==> config.mk <==
export PLATFORM = sky130hd
export DESIGN_NAME = game_counter_param
export DESIGN_NICKNAME = d
export VERILOG_FILES = /design/src/rtl/game_counter_pkg.sv /design/src/rtl/game_score_tracker.sv /design/src/rtl/game_counter_param.sv
export SDC_FILE = /design/constraint.sdc
export NUM_CORES = 1
export LEC_CHECK = 0
export ABC_AREA = 1
export BUFFER_PORTS_ARGS = -buffer_cell sky130_fd_sc_hd__buf_2
export CAP_MARGIN = 0
export CORE_ASPECT_RATIO = 1.25
export CORE_MARGIN = 2
export CORE_UTILIZATION = 35
export DETAILED_ROUTE_END_ITERATION = 6
export PLACE_DENSITY = 0.69
export SYNTH_ARGS = -nofsm -noshare
export SYNTH_HDL_FRONTEND = slang
export SYNTH_HIERARCHICAL = 1
export SYNTH_SLANG_ARGS = --single-unit
==> constraint.sdc <==
create_clock -name CLK -period 2.8 [get_ports CLK]
set_input_delay 0.28 -clock CLK [delete_from_list [all_inputs] [get_ports CLK]]
set_output_delay 0.28 -clock CLK [all_outputs]
set_load 0.03 [all_outputs]
==> src/rtl/game_counter_pkg.sv <==
// Shared types for the parametrised game counter: step-mode encoding, result code and game-state encoding.
package game_counter_pkg;

  typedef enum logic [1:0] {
    UP1 = 2'b00,
    UPS = 2'b01,
    DN1 = 2'b10,
    DNS = 2'b11
  } ctrl_e;

  typedef enum logic [1:0] {
    WHO_NONE   = 2'b00,
    WHO_LOSER  = 2'b01,
    WHO_WINNER = 2'b10
  } who_e;

  // Encodings line up with who_e so the result can be read straight off the state.
  typedef enum logic [1:0] {
    ST_PLAY      = 2'b00,
    ST_OVER_LOSE = 2'b01,
    ST_OVER_WIN  = 2'b10
  } game_state_e;

  function automatic who_e state_to_who(input game_state_e st);
    case (st)
      ST_OVER_WIN:  return WHO_WINNER;
      ST_OVER_LOSE: return WHO_LOSER;
      default:      return WHO_NONE;
    endcase
  endfunction

endpackage

==> src/rtl/game_score_tracker.sv <==
// Win/lose score counters with limit compare; flags game over for one cycle, then clears everything.
//
// state        | meaning
// ST_PLAY      | game running, scores advance on events
// ST_OVER_WIN  | win limit reached this cycle, GAMEOVER=1, WHO=winner
// ST_OVER_LOSE | lose limit reached this cycle, GAMEOVER=1, WHO=loser
module game_score_tracker
  import game_counter_pkg::*;
#(
  parameter int SCORE_W    = 4,
  parameter int WIN_LIMIT  = 15,
  parameter int LOSE_LIMIT = 15
) (
  input  logic               CLK,
  input  logic               RST,
  input  logic               win_evt,
  input  logic               lose_evt,
  input  logic               clr,
  output logic [SCORE_W-1:0] count_winner,
  output logic [SCORE_W-1:0] count_loser,
  output logic               GAMEOVER,
  output logic [1:0]         WHO
);

  localparam logic [SCORE_W-1:0] WIN_L  = SCORE_W'(WIN_LIMIT);
  localparam logic [SCORE_W-1:0] LOSE_L = SCORE_W'(LOSE_LIMIT);
  localparam logic [SCORE_W-1:0] ONE    = SCORE_W'(1);

  game_state_e        state_q, state_d;
  logic [SCORE_W-1:0] win_q, win_d;
  logic [SCORE_W-1:0] lose_q, lose_d;

  always_ff @(posedge CLK or negedge RST) begin
    if (!RST) begin
      state_q <= ST_PLAY;
      win_q   <= '0;
      lose_q  <= '0;
    end else begin
      state_q <= state_d;
      win_q   <= win_d;
      lose_q  <= lose_d;
    end
  end

  // The limit compare uses the post-increment scores so GAMEOVER lands with the final event pulse.
  always_comb begin
    state_d = ST_PLAY;
    win_d   = win_q;
    lose_d  = lose_q;
    if (clr || state_q != ST_PLAY) begin
      win_d  = '0;
      lose_d = '0;
    end else begin
      if (win_evt)  win_d  = win_q + ONE;
      if (lose_evt) lose_d = lose_q + ONE;
      if (win_evt || lose_evt) begin
        if (win_d == WIN_L)        state_d = ST_OVER_WIN;
        else if (lose_d == LOSE_L) state_d = ST_OVER_LOSE;
      end
    end
  end

  always_comb begin
    GAMEOVER     = (state_q != ST_PLAY);
    WHO          = state_to_who(state_q);
    count_winner = win_q;
    count_loser  = lose_q;
  end

endmodule

==> src/rtl/game_counter_param.sv <==
// Parametrised up/down game counter: step/wrap/saturate datapath and boundary event detection.
module game_counter_param
  import game_counter_pkg::*;
#(
  parameter int WIDTH      = 4,
  parameter int SCORE_W    = 4,
  parameter int STEP       = 2,
  parameter int WIN_LIMIT  = 15,
  parameter int LOSE_LIMIT = 15,
  parameter int SATURATE   = 0
) (
  input  logic               CLK,
  input  logic               RST,
  input  logic               EN,
  input  logic               INIT,
  input  logic [1:0]         CONTROL,
  input  logic [WIDTH-1:0]   load,
  output logic [WIDTH-1:0]   count,
  output logic [SCORE_W-1:0] count_winner,
  output logic [SCORE_W-1:0] count_loser,
  output logic               WINNER,
  output logic               LOSER,
  output logic               GAMEOVER,
  output logic [1:0]         WHO
);

  localparam logic [WIDTH:0] STEP_X = (WIDTH+1)'(STEP);
  localparam logic [WIDTH:0] ONE_X  = (WIDTH+1)'(1);
  localparam bit             SAT    = (SATURATE != 0);

  ctrl_e            mode;
  logic [WIDTH:0]   step_x;
  logic [WIDTH:0]   sum_x;
  logic [WIDTH:0]   diff_x;
  logic [WIDTH-1:0] count_q, count_nx;
  logic             upd;
  logic             win_evt, lose_evt;
  logic             winner_q, loser_q;
  logic             game_over;

  assign mode = ctrl_e'(CONTROL);

  // One extra bit catches carry/borrow, which drives the clamp when saturating.
  always_comb begin
    step_x = (mode == UPS || mode == DNS) ? STEP_X : ONE_X;
    sum_x  = {1'b0, count_q} + step_x;
    diff_x = {1'b0, count_q} - step_x;
  end

  always_comb begin
    count_nx = count_q;
    upd      = 1'b0;
    if (INIT) begin
      count_nx = load;
      upd      = 1'b1;
    end else if (EN) begin
      upd = 1'b1;
      case (mode)
        UP1, UPS: count_nx = (SAT && sum_x[WIDTH])  ? '1 : sum_x[WIDTH-1:0];
        default:  count_nx = (SAT && diff_x[WIDTH]) ? '0 : diff_x[WIDTH-1:0];
      endcase
    end
  end

  // The clear cycle after game over must not score, even though count returns to 0.
  always_comb begin
    win_evt  = upd && !game_over && (count_nx == '1);
    lose_evt = upd && !game_over && (count_nx == '0);
  end

  always_ff @(posedge CLK or negedge RST) begin
    if (!RST) begin
      count_q  <= '0;
      winner_q <= 1'b0;
      loser_q  <= 1'b0;
    end else if (game_over) begin
      count_q  <= '0;
      winner_q <= 1'b0;
      loser_q  <= 1'b0;
    end else begin
      count_q  <= count_nx;
      winner_q <= win_evt;
      loser_q  <= lose_evt;
    end
  end

  game_score_tracker #(
    .SCORE_W   (SCORE_W),
    .WIN_LIMIT (WIN_LIMIT),
    .LOSE_LIMIT(LOSE_LIMIT)
  ) u_score (
    .CLK         (CLK),
    .RST         (RST),
    .win_evt     (win_evt),
    .lose_evt    (lose_evt),
    .clr         (game_over),
    .count_winner(count_winner),
    .count_loser (count_loser),
    .GAMEOVER    (game_over),
    .WHO         (WHO)
  );

  assign count    = count_q;
  assign WINNER   = winner_q;
  assign LOSER    = loser_q;
  assign GAMEOVER = game_over;

endmodule

==> impl_metrics.json <==
{
  "antenna_cells": 0,
  "fin_nets": 194,
  "tightest_slew_ps": 363,
  "endpoint_kind": "flip-flop",
  "relSlewSlack_pct": 75.8,
  "netlist-cell-type-count": 24,
  "period_needed_ps": 2540,
  "avgSynthCellArea_sq_um": 7.19,
  "fmax_ghz": 0.394,
  "die_w_microns": 52.8,
  "power.density_nw_per_um2": 678,
  "start_util_pct": 36.1,
  "grt_setup_unrepaired": "false",
  "synth_top_family_by_area": "simple AND/OR/NAND/NOR gates",
  "syn_inst": 145,
  "numClockSinks": 16,
  "hpwl_mm": 1.76,
  "areaGrowthSynthToFinish_pct": 21.0,
  "grt_pass1_vias": 879,
  "io_pins": 27,
  "clk_latency_ps": 280,
  "grt_pass1_wl_mm": 3.59,
  "crit_type": "reg -> reg",
  "drv_cap": 0,
  "drtAntennaViolNets": 0,
  "cpLargestDelayFamily": "simple AND/OR/NAND/NOR gates",
  "critical_path.n_buffers_inverters": 2,
  "cts_buffers": 3,
  "fin_crit_sh_pct": 90.7,
  "yosysSeqAreaShare_pct": 38.4,
  "synthMuxAreaShare_pct": 0,
  "drive_gt1_share_pct": 28.4,
  "firstDrtPassIters": 4,
  "synth_xor_area_share_pct": 0.840,
  "wl_per_cell_microns": 10.1,
  "synth-compound-area-share_pct": 6.12,
  "cp.required_ps": 2990,
  "cp_slowest_cell": "fa_1",
  "synth_fp_nets": 161,
  "fin_cells": 212,
  "place_congestion": 0.884,
  "setup_ws_ps": 260,
  "finClkSkew_ps": 7.91,
  "cts_buffer_depth": 2,
  "yosys_register_bits": 16,
  "cp_common_cell": "nand2_1",
  "synthAdderAreaFrac_pct": 7.92,
  "hold_viol_final": 0,
  "htree_levels": 1,
  "ir_worst_vdd_mv": 0.398,
  "status": "complete, no violations",
  "path_max_fanout": 6,
  "yosys.area_share.simple_pct": 37.0,
  "setup_viol": 0,
  "drc": 0,
  "grt_max_degree": 17,
  "cts.clk_slew.worst_paths_ps": 90,
  "wl_mm": 2.14,
  "synth_edf_count": 0,
  "cts_tree": "done",
  "numPortBuffers": 26,
  "post-cts-setup-buffers": 0,
  "grt_usage_pct": 14.2,
  "power_leakage_nw": 0.731,
  "route.vias.total": 959,
  "async_reset_ff_share_pct": 100,
  "die-area_sq_um": 3430,
  "cts_root_buf": "clkbuf_4",
  "hold_class": "in -> reg",
  "via_per_inst": 4.52,
  "synth_area_sq_um": 1040,
  "synth_flop_cell": "dfrtp_1",
  "overflow": 0,
  "placed_cell_area_sq_um": 1220,
  "chipHeight_microns": 65.0,
  "crit_path_start_kind": "flip-flop",
  "finalPower_uw": 856,
  "ys_warn_count": 6,
  "slowest_delay_ps": 450,
  "finalMaxSlewViolations": 0,
  "antenna_found_initial": 0,
  "preCtsSetupSlack_ps": 158,
  "setup_tns_ps": 0,
  "fp-row-count": 22,
  "final_cell_area_sq_um": 1260,
  "arrival_ps": 2730,
  "dr.first_iter.drc_count": 17,
  "crit_chain": "ha_1 -> inv_1 -> fa_1 -> nand2_4 -> o21ai_2 -> a21oi_2 -> inv_2 -> nor3_2 -> nand2_1 -> nor2_4 -> nand2_1 -> nand2_1 -> nand2_1 -> nor2_1 -> nand2_1 -> nand2_1 -> nor2_1",
  "core_sq_um": 2890,
  "dp_cells": 208
}
[cell type report]
class                           instances  area (sq um)
Fill cell                             319          1630
Multi-Input combinational cell        104           548
Sequential cell                        16           400
Timing Repair Buffer                   29           155
Inverter                               24          90.1
Tap cell                               36          45.0
Clock buffer                            3          22.5
[worst register-to-register path: cells and delay by family (launching register included)]
kind | cells | cell delay (ps)
DFF | 1 | 430
adders and majority gates | 2 | 680
and+or+nand+nor | 11 | 1020
AOI/OAI and AO/OA | 2 | 200
buffers and inverters | 2 | 120
[synthesized netlist by cell type, types with 2 or more instances]
cell | number | area (sq um)
a21oi_1 | 5 | 25.0
inv_2 | 3 | 11.3
ha_1 | 5 | 62.6
dfrtp_1 | 16 | 400
inv_1 | 21 | 78.8
nand3_2 | 2 | 20.0
nand2_1 | 44 | 165
or2_2 | 2 | 12.5
o21ai_2 | 2 | 17.5
nand2_2 | 5 | 31.3
nand3_1 | 4 | 20.0
nor2_1 | 24 | 90.1
[report_power, final]
group | internal, mW | switching [mW]
sequential | 0.284 | 0.0549
clock | 0.0499 | 0.0693
combinational | 0.132 | 0.265
[sequential cells by signal (all words and copies together), names as in the netlist]
| signal | cells |
|---|---|
| u_score/state_q | 2 |
| count | 4 |
| u_score/count_winner | 4 |
| WINNER | 1 |
| LOSER | 1 |
| u_score/count_loser | 4 |
[cells by family after synthesis]
logic type | Yosys count
flops | 16
buf+inv | 25
xor+xnor | 1
simple gates | 87
fa+ha+maj | 6
compound gates | 10
[through the flow]
step                      util [%]  hold WS [ps]
after floorplan                  -         -15.6
after global placement        42.3           214
after detailed placement      42.3           221
after CTS                     43.4           272
after global routing          43.6           302
final                         43.6           277
[cells in the final DEF, fill, tap and decap left out, drive strengths merged]
cell type	n
nor3	2
o21ai	3
o21bai	1
nand2	50
dfrtp	16
a21oi	6
nand3	6
buf	28
or2	3
dlygate4sd3	1
xor2	1
clkbuf	3
fa	1
inv	24
nor2	25
ha	5
nand3b	1
[metal layers]
metal  share of wire [%]  GRT usage, %
met1                  45          17.7
met2                  48          23.9
met3                 6.6          1.38
met4                0.80          6.73
met5                   0             0
[path summary, 6_finish.rpt]
check	start	end	cells past startpoint	slack (ps)
setup / recovery	count[0]	u_score/state_q[0]	17	260
hold / removal	load[0]	count[0]	3	280
setup reg to reg	count[0]	u_score/state_q[0]	17	260
hold reg to reg	u_score/count_loser[3]	u_score/count_loser[3]	3	570
max in group asynchronous	RST	u_score/count_winner[0]	2	2100
min in group asynchronous	RST	u_score/count_loser[1]	2	430
[repair_timing]
action | 4_1_cts | 5_1_grt
gates resized for setup | 0 | 2
hold buffers | 1 | 0
endpoints found under the hold margin | 16 | 0
endpoints found under the setup margin | 0 | 3
No activity file was read; power rests on OpenSTA's default activity.
